`src/rtl/calc_pkg.sv`:
```
// Shared constants, types and weight helpers for the slider-driven operand entry.
package calc_pkg;

    localparam int unsigned OPERAND_W         = 14;
    localparam int unsigned DEFAULT_MAX_VALUE = 9999;
    localparam int unsigned MAX_SLIDERS       = 5;

    typedef logic [OPERAND_W-1:0] operand_t;

    typedef enum logic {
        CH_DEBOUNCE,
        CH_REPEAT
    } ch_state_e;

    function automatic int unsigned pow10(input int unsigned i);
        int unsigned p;
        p = 1;
        for (int unsigned k = 0; k < i; k++) begin
            p = p * 10;
        end
        return p;
    endfunction

    localparam int unsigned WEIGHT_TABLE [MAX_SLIDERS] = '{
        pow10(0), pow10(1), pow10(2), pow10(3), pow10(4)
    };

endpackage

```
`src/rtl/slider_increment_multi_if.sv`:
```
// Slider inputs, operand selection/clear and operand outputs of the entry block.
interface slider_increment_multi_if #(
    parameter int unsigned N_SLIDERS    = 4,
    parameter int unsigned NUM_OPERANDS = 2,
    parameter int unsigned WIDTH        = 14
);
    localparam int unsigned SEL_W = (NUM_OPERANDS > 1) ? $clog2(NUM_OPERANDS) : 1;

    logic [N_SLIDERS-1:0]               slider;
    logic                               direction;
    logic [SEL_W-1:0]                   write_number_select;
    logic                               clear;
    logic [NUM_OPERANDS-1:0][WIDTH-1:0] number;
    logic                               limit_hit;

    modport master (
        output slider, direction, write_number_select, clear,
        input  number, limit_hit
    );

    modport slave (
        input  slider, direction, write_number_select, clear,
        output number, limit_hit
    );
endinterface

```
`src/rtl/slider_increment_multi_channel.sv`:
```
// One slider: 2-FF synchroniser, debounce and hold-to-repeat step pulse generator.
module slider_channel
    import calc_pkg::*;
#(
    parameter int unsigned DEBOUNCE      = 2,
    parameter int unsigned REPEAT_PERIOD = 4
) (
    input  logic clk,
    input  logic rst_n,
    input  logic slider_raw,
    output logic step_c
);
    localparam int unsigned CNT_MAX = (DEBOUNCE > REPEAT_PERIOD) ? DEBOUNCE : REPEAT_PERIOD;
    localparam int unsigned CNT_W   = $clog2(CNT_MAX + 1);

    logic [1:0]       sync_q;
    logic             s;
    ch_state_e        state_q, state_d;
    logic [CNT_W-1:0] cnt_q, cnt_d;

    assign s = sync_q[1];

    always_ff @(posedge clk or negedge rst_n) begin
        if (!rst_n) begin
            sync_q  <= '0;
            state_q <= CH_DEBOUNCE;
            cnt_q   <= '0;
        end else begin
            sync_q  <= {sync_q[0], slider_raw};
            state_q <= state_d;
            cnt_q   <= cnt_d;
        end
    end

    // cnt counts completed high cycles; in CH_REPEAT it counts cycles since the last pulse
    always_comb begin
        state_d = state_q;
        cnt_d   = cnt_q;
        step_c  = 1'b0;
        if (!s) begin
            state_d = CH_DEBOUNCE;
            cnt_d   = '0;
        end else begin
            case (state_q)
                CH_DEBOUNCE: begin
                    if (cnt_q == CNT_W'(DEBOUNCE)) begin
                        step_c  = 1'b1;
                        state_d = CH_REPEAT;
                        cnt_d   = CNT_W'(1);
                    end else begin
                        cnt_d = cnt_q + CNT_W'(1);
                    end
                end
                CH_REPEAT: begin
                    if (REPEAT_PERIOD != 0) begin
                        if (cnt_q == CNT_W'(REPEAT_PERIOD)) begin
                            step_c = 1'b1;
                            cnt_d  = CNT_W'(1);
                        end else begin
                            cnt_d = cnt_q + CNT_W'(1);
                        end
                    end
                end
                default: begin
                    state_d = CH_DEBOUNCE;
                    cnt_d   = '0;
                end
            endcase
        end
    end
endmodule

```
`src/rtl/slider_increment_multi.sv`:
```
// Operand register file updated by weighted slider steps with saturate or wrap limits.
module slider_increment_multi
    import calc_pkg::*;
#(
    parameter int unsigned N_SLIDERS     = 4,
    parameter int unsigned NUM_OPERANDS  = 2,
    parameter int unsigned WIDTH         = OPERAND_W,
    parameter int unsigned MAX_VALUE     = DEFAULT_MAX_VALUE,
    parameter int unsigned DEBOUNCE      = 2,
    parameter int unsigned REPEAT_PERIOD = 4,
    parameter int unsigned SATURATE      = 1
) (
    input logic                    clk,
    input logic                    rst_ext_n,
    slider_increment_multi_if.slave bus
);
    localparam int unsigned CALC_W = WIDTH + 2;
    localparam int unsigned SEL_W  = (NUM_OPERANDS > 1) ? $clog2(NUM_OPERANDS) : 1;
    localparam logic signed [CALC_W-1:0] MAX_S = CALC_W'(MAX_VALUE);
    localparam logic signed [CALC_W-1:0] MOD_S = CALC_W'(MAX_VALUE + 1);

    logic [N_SLIDERS-1:0]               step_c;
    logic [NUM_OPERANDS-1:0][WIDTH-1:0] regs_q, regs_d;
    logic                               limit_hit_q, hit_d;
    logic [SEL_W-1:0]                   sel_c;
    logic                               sel_valid_c;
    logic                               any_step_c;
    logic                               fold_c;
    logic signed [CALC_W-1:0]           cur_c, delta_c, sum_c, res_c;

    for (genvar i = 0; i < N_SLIDERS; i++) begin : g_ch
        slider_channel #(
            .DEBOUNCE      (DEBOUNCE),
            .REPEAT_PERIOD (REPEAT_PERIOD)
        ) u_ch (
            .clk        (clk),
            .rst_n      (rst_ext_n),
            .slider_raw (bus.slider[i]),
            .step_c     (step_c[i])
        );
    end

    assign sel_c       = bus.write_number_select;
    assign sel_valid_c = (32'(sel_c) < NUM_OPERANDS);
    assign any_step_c  = |step_c;
    assign cur_c       = $signed({2'b00, regs_q[sel_c]});

    // Coincident pulses merge into a single weighted delta
    always_comb begin
        delta_c = '0;
        for (int i = 0; i < int'(N_SLIDERS); i++) begin
            if (step_c[i]) begin
                delta_c = delta_c + CALC_W'(WEIGHT_TABLE[i]);
            end
        end
    end

    assign sum_c = bus.direction ? (cur_c - delta_c) : (cur_c + delta_c);

    always_comb begin
        res_c  = sum_c;
        fold_c = 1'b0;
        if (sum_c < 0) begin
            fold_c = 1'b1;
            res_c  = (SATURATE != 0) ? '0 : (sum_c + MOD_S);
        end else if (sum_c > MAX_S) begin
            fold_c = 1'b1;
            res_c  = (SATURATE != 0) ? MAX_S : (sum_c - MOD_S);
        end
    end

    // clear beats a coincident step; out-of-range selects drop everything
    always_comb begin
        regs_d = regs_q;
        hit_d  = 1'b0;
        if (sel_valid_c) begin
            if (bus.clear) begin
                regs_d[sel_c] = '0;
            end else if (any_step_c) begin
                regs_d[sel_c] = res_c[WIDTH-1:0];
                hit_d         = fold_c;
            end
        end
    end

    always_ff @(posedge clk or negedge rst_ext_n) begin
        if (!rst_ext_n) begin
            regs_q      <= '0;
            limit_hit_q <= 1'b0;
        end else begin
            regs_q      <= regs_d;
            limit_hit_q <= hit_d;
        end
    end

    assign bus.number    = regs_q;
    assign bus.limit_hit = limit_hit_q;
endmodule

```
`src/flat_wrapper.sv`:
```
// flat-port wrapper written by rule: the top's interface ports become plain ports
module slider_increment_multi_flat import calc_pkg::*;
#(
    parameter int unsigned N_SLIDERS     = 4,
    parameter int unsigned NUM_OPERANDS  = 2,
    parameter int unsigned WIDTH         = OPERAND_W,
    parameter int unsigned MAX_VALUE     = DEFAULT_MAX_VALUE,
    parameter int unsigned DEBOUNCE      = 2,
    parameter int unsigned REPEAT_PERIOD = 4,
    parameter int unsigned SATURATE      = 1
)
  (clk, rst_ext_n, bus_slider, bus_direction, bus_write_number_select, bus_clear, bus_number, bus_limit_hit);
  slider_increment_multi_if #(.N_SLIDERS(N_SLIDERS), .NUM_OPERANDS(NUM_OPERANDS), .WIDTH(WIDTH)) bus_i ();
  input logic clk;
  input logic rst_ext_n;
  input wire logic [$bits(bus_i.slider)-1:0] bus_slider;
  input wire logic [$bits(bus_i.direction)-1:0] bus_direction;
  input wire logic [$bits(bus_i.write_number_select)-1:0] bus_write_number_select;
  input wire logic [$bits(bus_i.clear)-1:0] bus_clear;
  output wire logic [$bits(bus_i.number)-1:0] bus_number;
  output wire logic [$bits(bus_i.limit_hit)-1:0] bus_limit_hit;
  assign bus_i.slider = bus_slider;
  assign bus_i.direction = bus_direction;
  assign bus_i.write_number_select = bus_write_number_select;
  assign bus_i.clear = bus_clear;
  assign bus_number = bus_i.number;
  assign bus_limit_hit = bus_i.limit_hit;
  slider_increment_multi #(.N_SLIDERS(N_SLIDERS), .NUM_OPERANDS(NUM_OPERANDS), .WIDTH(WIDTH), .MAX_VALUE(MAX_VALUE), .DEBOUNCE(DEBOUNCE), .REPEAT_PERIOD(REPEAT_PERIOD), .SATURATE(SATURATE)) u_core (.clk(clk), .rst_ext_n(rst_ext_n), .bus(bus_i));
endmodule
```
`config.mk`:
```
export PLATFORM = sky130hd
export DESIGN_NAME = slider_increment_multi_flat
export DESIGN_NICKNAME = d
export VERILOG_FILES = /design/src/rtl/calc_pkg.sv /design/src/rtl/slider_increment_multi_if.sv /design/src/rtl/slider_increment_multi_channel.sv /design/src/rtl/slider_increment_multi.sv /design/src/flat_wrapper.sv
export SDC_FILE = /design/constraint.sdc
export NUM_CORES = 1
export LEC_CHECK = 0
export CAP_MARGIN = 5
export CORE_MARGIN = 4
export CORE_UTILIZATION = 58
export DETAILED_ROUTE_END_ITERATION = 8
export HOLD_SLACK_MARGIN = 0.1
export PLACE_DENSITY = 0.81
export SYNTH_ARGS = -nofsm -noshare
export SYNTH_HDL_FRONTEND = slang
export SYNTH_SLANG_ARGS = --single-unit
```
`constraint.sdc`:
```
create_clock -name clk -period 6.2 [get_ports clk]
set_input_delay 1.24 -clock clk [delete_from_list [all_inputs] [get_ports clk]]
set_output_delay 1.24 -clock clk [all_outputs]
set_load 0.005 [all_outputs]
```
==> impl_results.md <==
* Share of the synthesized area in the top cell type at 0.361
* Drt drc at 0
* First drt pass iteration count at 4
* Wirelength per Cell at 17.9 microns
* Fin nets at 462
* Max H-tree Level at 2
* CP max-delay cell: a2111oi_0
* Critical path endpoint category: register
* Most common cell after layout, fill and taps aside: dfrtp_1
* Setup Skew at 0.0183 ns
* Yosys top cell by area: dfrtp_1
* Synth unique cells at 55
* RSZ-0062 raised after global routing: no
* Area Overhead vs Synth at 14.6%
* Fin util at 0.698
* GPL Wtd Cong at 0.956
* Core area at 0.00603 sq mm
* DP Wirelength at 6810 microns
* Hold Crit Class: register to register
* Most frequent cells in the layout: dfrtp_1, a21oi_1, ha_1, clkdlybuf4s50_1, nand2_1
* Leak at 1.91 nW
* Vias after detailed routing at 3,095
* Critical-path cell list: inv_1, ha_1, or3b_2, a21oi_2, inv_1, ha_1, nor4b_4, nor2_1, xnor2_1, ha_1, o211a_1, o31a_1, or2_1, a2111oi_0, nor3b_1, o211a_1, o31ai_4, buf_4, a41oi_1
* Multi-input gate area at 0.00219 sq mm
* Flop-to-flop setup slack at 0.71 ns
* Predominant post-synthesis flop cell: dfrtp_1
* N_diodes at 0
* Starting DRC count in detailed routing at 235
* Max-Cap Viols at 0
* Vias in the first global route at 2,973
* Routed Antenna Nets at 0
* Gr usage total at 0.241
* Count of input and output buffers at 37
* Number of synthesized flops with an enable pin at 0
* Post-Syn Area at 0.00367 sq mm
* Top post-synthesis cells by area: dfrtp_1, ha_1, a21oi_1
* Total die area at 0.00766 sq mm
* Clock tree root driver cell: clkbuf_8
* Max-slew violations at 0
* CP Buf/Inv Count at 3
* CTS tree: done
* CTS clk-pin slew, worst paths at 0.10 ns
* Largest net degree at the start of global routing at 54
* Height of the die at 87.5 microns
* Critical R2R Capture: u_core.bus.number[0]
* Ports at 38
* Final setup violating endpoints at 0
* Tmin final at 5.49 ns
* Post-CTS Setup Repair Bufs at 0
* Seq cells post-synth at 53
* Total Wirelength at 8820 microns
* Clk buf depth at 2
* Setup TNS at 0 ns
* Congestion Overflow GR at 0
* Die width at 87.5 microns
* Post-CTS sizing at 0
* Fmax at 0.182 GHz
* Number of fill cells at 502
* Clock Latency Late Sink at 0.31 ns
* Cell family with most CP delay: compound AO/OA/AOI/OAI gates
* TritonCTS buffer count at 5
* Crit-path max cell delay at 0.72 ns
* R2R depth at 19
* Number of stages on the worst setup path at 19
* CP Launch Point: u_core.g_ch[1].u_ch.cnt_q[0]
* Worst Max-Slew Pin Slew at 0.780 ns
* Yosys warns at 0
* Status: complete, no violations
* Effective utilization at floorplan at 0.609
* Syn_nets at 424
* CP Data Required Time at 6.37 ns
* Crit path to: u_core.bus.number[0]
* PD cells at 363 mW/mm^2
* Worst r2r src: u_core.g_ch[1].u_ch.cnt_q[0]
* Mapped Cells at 378
* CP Max Fanout at 18
* Flip-flop and latch area at 0.00133 sq mm
* Worst slew margin at 0.466
* Num rows at 28
* Most frequent cell on the critical path: ha_1
* WS Path Type: register to register
* Post-Syn Area per Cell at 9.71 sq um
* Ys async rst share at 1.00
* Final hold viol count at 0
* Avg Vias per Cell at 6.29
* Worst setup SP type: register
* CTS Hold Bufs at 0
* Layout cells sized above 1 at 0.0983
* Clk sinks at 53
* VDD IR max at 0.335 mV
* Sequential fraction of the synthesis area at 0.361
* WP data arrival at 5.66 ns
* Fin crit share at 0.886
* Initial antenna violation count at 0
* First-pass GRT wire length at 14,400 microns
[worst min-delay path by stage]
stage,slack (ns),to,cells after the start,start
floorplan,0.33,u_core.g_ch[0].u_ch.sync_q[1],0,u_core.g_ch[0].u_ch.sync_q[0]
global placement,0.33,u_core.g_ch[1].u_ch.sync_q[1],0,u_core.g_ch[1].u_ch.sync_q[0]
detailed placement,0.33,u_core.g_ch[1].u_ch.sync_q[1],0,u_core.g_ch[1].u_ch.sync_q[0]
CTS,0.36,u_core.g_ch[1].u_ch.sync_q[1],0,u_core.g_ch[1].u_ch.sync_q[0]
global route,0.36,u_core.g_ch[3].u_ch.sync_q[1],0,u_core.g_ch[3].u_ch.sync_q[0]
finish,0.36,u_core.g_ch[2].u_ch.sync_q[1],0,u_core.g_ch[2].u_ch.sync_q[0]
[routing by layer]
layer  share of wire  GRT usage  routed length [microns]  vias to the layer above
li1                -          -                        -                     1467
met1            0.44      0.325                     3850                     1504
met2            0.48      0.392                     4250                      102
met3           0.053     0.0357                      465                       22
met4           0.029     0.0907                      253                        0
met5               0          0                        0                        -
[registers in the layout, indices dropped and copies added, names as in the netlist]
name	flops
u_core.g_ch.u_ch.state_q	4
u_core.g_ch.u_ch.cnt_q	12
u_core.g_ch.u_ch.sync_q	8
u_core.bus.number	28
u_core.bus.limit_hit	1
[layout make-up]
| class | instances | share of cell area |
|---|---|---|
| tap | 75 | 0.0223 |
| clock inverter | 2 | 0.00327 |
| inverter | 23 | 0.0205 |
| timing repair buffer | 43 | 0.0976 |
| clock buffer | 6 | 0.0196 |
| sequential | 53 | 0.315 |
| multi-input combinational | 290 | 0.521 |
[cell families after synthesis]
group / share of synthesized area
xor+xnor: 0.0501
fa+ha+maj: 0.128
compound gates: 0.232
buf+inv: 0.0409
simple gates: 0.134
mux: 0.0539
flops: 0.361
[power by group]
group	switching (mW)	total (mW)	internal, mW
clock	0.114	0.205	0.0907
combinational	0.547	0.902	0.354
sequential	0.0388	0.422	0.383
[cells in the mapped netlist, types with 3 or more instances]
cell type  instances
mux2_2            14
inv_1             23
o21a_1             6
nand3_1            8
a32o_1            12
nand2_1           30
a31oi_1           11
dfrtp_1           53
ha_1              36
clkbuf_1           6
mux2i_1            4
a32oi_1            5
nor2_1            23
and3_1             3
and2_1             7
xnor2_1           14
xor2_1             7
o21ai_0           13
a21o_1             5
nor2b_1            6
a21oi_1           36
a41oi_1            6
a21oi_2            3
nand2b_1           4
[per-stage QoR]
stage / hold slack (ns) / worst slack (ns) / area (sq um) / total power, mW / cells
after floorplan: 0.331 / 1.53 / 3670 / 1.09 / 378
final: 0.356 / 0.707 / 4210 / 1.53 / 492
after global routing: 0.363 / 0.346 / 4210 / 1.63 / 492
after detailed placement: 0.335 / 0.750 / 4110 / 1.31 / 484
after CTS: 0.356 / 0.748 / 4210 / 1.51 / 492
after global placement: 0.332 / 0.803 / 4110 / 1.28 / 484
No activity file was read; power rests on OpenSTA's default activity.
==> RTL edit 1 (same settings) <==
Set the package constant `OPERAND_W` to 16 (it was 14).
--- a/src/rtl/calc_pkg.sv
+++ b/src/rtl/calc_pkg.sv
@@ -2,5 +2,5 @@
 package calc_pkg;
 
-    localparam int unsigned OPERAND_W         = 14;
+    localparam int unsigned OPERAND_W         = 16;
     localparam int unsigned DEFAULT_MAX_VALUE = 9999;
     localparam int unsigned MAX_SLIDERS       = 5;
Ports: changed (resized bus_number); port bits go from 38 to 42. The function was not compared with the original's and may differ.
==> RTL edit 1 against the original RTL <==
  * Total power increased by 2.5%
  * Design area increased by 16%
  * Sequential cell count increased by 4
  * Area after synthesis increased by 14%
  * Non-clock buffer count increased by 6
  * Wire length increased by 22%
  * Setup slack got worse by 0.23 ns
  * Critical endpoint is now u_core.bus.number[4]$_DFFE_PN0P_
  * Largest power group unchanged
==> RTL edit 1: results <==
pwr:
  power_leakage_nw: 2.220
  vdd_drop_max_mv: 0.2106
route:
  drtPass1Iterations: 5
  wl_met3_um: 648
  wl_per_cell_um: 18.17
  drt-initial-drc-count: 246
  vias_per_cell: 6.147
  drt-met1-wl_um: 4659
  wl_met2_um: 5193
global_route:
  use_met2: 0.4331
  grt_use_total: 0.2633
  met3_usage: 0.07311
  use_met1: 0.3356
  grt_pass1_wl_um: 17970
  grt_pass1_vias: 3641
  grt_max_degree: 58
cells_and_area:
  nets: 540
  drive_gt1_frac: 0.1169
  fin_cells: 592
  final_util: 0.7094
  largest_register_ff_count: 32
  fillerInstances: 568
worst_setup_path:
  worstPathMaxFanout: 14
  reg2reg_depth: 18
  arrival_ns: 5.96
  worstSetupEndpointType: "flip-flop"
  r2r_start: "u_core.g_ch[3].u_ch.cnt_q[0]$_DFF_PN0_"
  cp_top_family: "simple AND/OR/NAND/NOR gates"
  slowest_stage: "or4_1"
  r2r_end: "u_core.bus.number[4]$_DFFE_PN0P_"
  r2r_setup_slack_ns: 0.47
  cpPeakStageDelay_ns: 0.83
timing:
  hold_ws_ns: 0.3516
  max_freq_mhz: 174.6
  clock_skew_ns: 0.01032
  worst_pin_slew_ns: 1.042
synthesis:
  synth_nets: 497
  yosys.cell_types.count: 62
  avgSynthCellArea_um2: 9.285
  synthTopCellsByCount: "dfrtp_1 (57), nand2_1 (50), ha_1 (38), o21ai_0 (26), a21oi_1 (25)"
  synth_fa_ha_area_frac: 0.1188
  ys_seq_area_frac: 0.3421
  synth_mux_area_frac: 0.06483
  synth_compound_area_frac: 0.2227
placed_design:
  gp_congestion: 0.9567
  dp_cells: 577
  placedInstanceArea_um2: 4682
  port_buffers: 41
  dpl_worst_slack_ns: 0.5959
clock_tree:
  insertion_delay_ns: 0.35
  clk_pin_slew_ns: 0.07
  cts_max_level: 3
  cts_resized: 0
  numCtsBuffers: 9
run_status:
  status: "complete, no violations"
floorplanning:
  dieArea_um2: 8608
[RTL edit 1: cell types whose count changed after synthesis, moves of 5 or more]
cell,change
nor3_1,+8
mux2i_1,+5
a21oi_1,-11
nand2_1,+20
a32o_1,-12
o21a_1,+5
o41ai_1,+9
a41oi_1,-5
o21ai_0,+13
a31oi_1,-7
nor4_1,+5
and2_1,+5
clkbuf_1,+5
[RTL edit 1: report_power, final]
| group | internal (mW) | total, mW | leakage, nW | switching [mW] |
|---|---|---|---|---|
| sequential | 0.401 | 0.430 | 0.765 | 0.0295 |
| combinational | 0.286 | 0.743 | 1.35 | 0.456 |
| clock | 0.234 | 0.394 | 0.104 | 0.160 |
| total | 0.921 | 1.57 | 2.22 | 0.646 |
[RTL edit 1: area by class of cell]
cell class              instances  area [um^2]  share of cell area
clock buffers                  10        137.6             0.02809
multi-input cells             349         2570              0.5245
well taps                      96        120.1             0.02451
clock inverters                 5        80.08             0.01634
flip-flops and latches         57         1426              0.2911
inverters                      26        100.1             0.02043
repair buffers                 49        465.4             0.09499
==> RTL edit 2 (same flow settings) <==
Without the edit above. Reset style: synchronous (`rst_ext_n` and `rst_n`), changed in 2 clocked blocks.
--- a/src/rtl/slider_increment_multi_channel.sv
+++ b/src/rtl/slider_increment_multi_channel.sv
@@ -21,5 +21,5 @@
     assign s = sync_q[1];
 
-    always_ff @(posedge clk or negedge rst_n) begin
+    always_ff @(posedge clk) begin
         if (!rst_n) begin
             sync_q  <= '0;
--- a/src/rtl/slider_increment_multi.sv
+++ b/src/rtl/slider_increment_multi.sv
@@ -84,5 +84,5 @@
     end
 
-    always_ff @(posedge clk or negedge rst_ext_n) begin
+    always_ff @(posedge clk) begin
         if (!rst_ext_n) begin
             regs_q      <= '0;
Formal check against the unedited RTL: not equivalent (Yosys sat finds a counterexample within 10 cycles, from zero or initial values and one cycle with rst_ext_n low; the reset may be asserted at any time).
==> RTL edit 2 against the original RTL <==
  * Non-clock buffer count down 3
  * Area after synthesis shrank 8.3%
  * Maximum frequency rose by 7.6%
  * Sequential cell count stayed put
  * Design area shrank 7.7%
  * Wire length decreased by 11%
  * Clock skew is 0.0082 ns lower
  * Setup slack better by 0.39 ns
  * Largest cell class unchanged
Power is not compared: it rests on default switching activity, and its combinational part moved more than twofold at a synthesized area within 25%.
==> RTL edit 2: results <==
placed_design:
  dpl_worst_slack_ns: 0.8115
  placedInstanceArea_um2: 3789
  gp_congestion: 0.8794
cells_and_area:
  clk_share: 0.02417
  regArea_um2: 1061
  multi_input_area_um2: 2140
  nets: 456
  multi_input_gates: 283
  clock_buffers: 5
  fin_cells: 484
  multi_input_area_share: 0.5511
  drive_gt1_frac: 0.08495
  bufAreaShareNonClock: 0.1012
worst_setup_path:
  worstPathMaxFanout: 25
  critPathKind: "input pin to flip-flop"
  slowest_stage: "clkdlybuf4s50_1"
  reg2reg_depth: 18
  cp_top_family: "buffers and inverters"
  r2r_start: "u_core.g_ch[1].u_ch.cnt_q[0]$_SDFF_PN0_"
  arrival_ns: 5.35
  r2r_setup_slack_ns: 1.19
  r2r_end: "u_core.bus.number[25]$_SDFFE_PN0P_"
global_route:
  grt_max_degree: 26
  grt_pass1_vias: 2767
  grt_pass1_wl_um: 12990
  grt_use_total: 0.2196
timing:
  hold_ws_ns: 0.4451
  clock_skew_ns: 0.01010
  worst_pin_slew_ns: 0.8186
route:
  drt-initial-drc-count: 176
  vias_per_cell: 6.103
  wl_per_cell_um: 16.18
synthesis:
  synthTopCellsByCount: "dfxtp_1 (53), ha_1 (35), nor2_1 (34), inv_1 (28), o21ai_0 (27)"
  avgSynthCellArea_um2: 8.951
  ys_seq_area_frac: 0.3152
  synth_nets: 421
  yosys.cell_types.count: 57
worst_hold_path:
  min_to: "u_core.g_ch[0].u_ch.sync_q[1]$_SDFF_PN0_"
  hp-start: "u_core.g_ch[0].u_ch.sync_q[0]$_SDFF_PN0_"
run_status:
  status: "complete, no violations"
## RTL edit 2: cells by family after synthesis
| kind of cell | count (synthesis) | share of synthesized area |
|---|---|---|
| XOR/XNOR | 18 | 0.04684 |
| flip-flops | 53 | 0.3152 |
| buffers and inverters | 40 | 0.04907 |
| multiplexers | 19 | 0.06171 |
| AO/OA/AOI/OAI | 115 | 0.2413 |
| adder cells (fa/ha/maj) | 36 | 0.1361 |
| AND/OR/NAND/NOR | 95 | 0.1498 |
## RTL edit 2: routing by layer
| metal | vias up | global-route usage | part of all wire |
|---|---|---|---|
| met4 | 0 | 0.04240 | 0.0068 |
| met5 | - | 0 | 0 |
| met1 | 1394 | 0.2971 | 0.44 |
| met2 | 115 | 0.3709 | 0.47 |
| li1 | 1439 | - | - |
| met3 | 6 | 0.03631 | 0.075 |
## RTL edit 2: where the power goes
| group | switching [mW] | internal (mW) |
|---|---|---|
| combinational | 0.0178 | 0.0127 |
| clock | 0.122 | 0.0818 |
| sequential | 0.00151 | 0.343 |
| total | 0.142 | 0.438 |
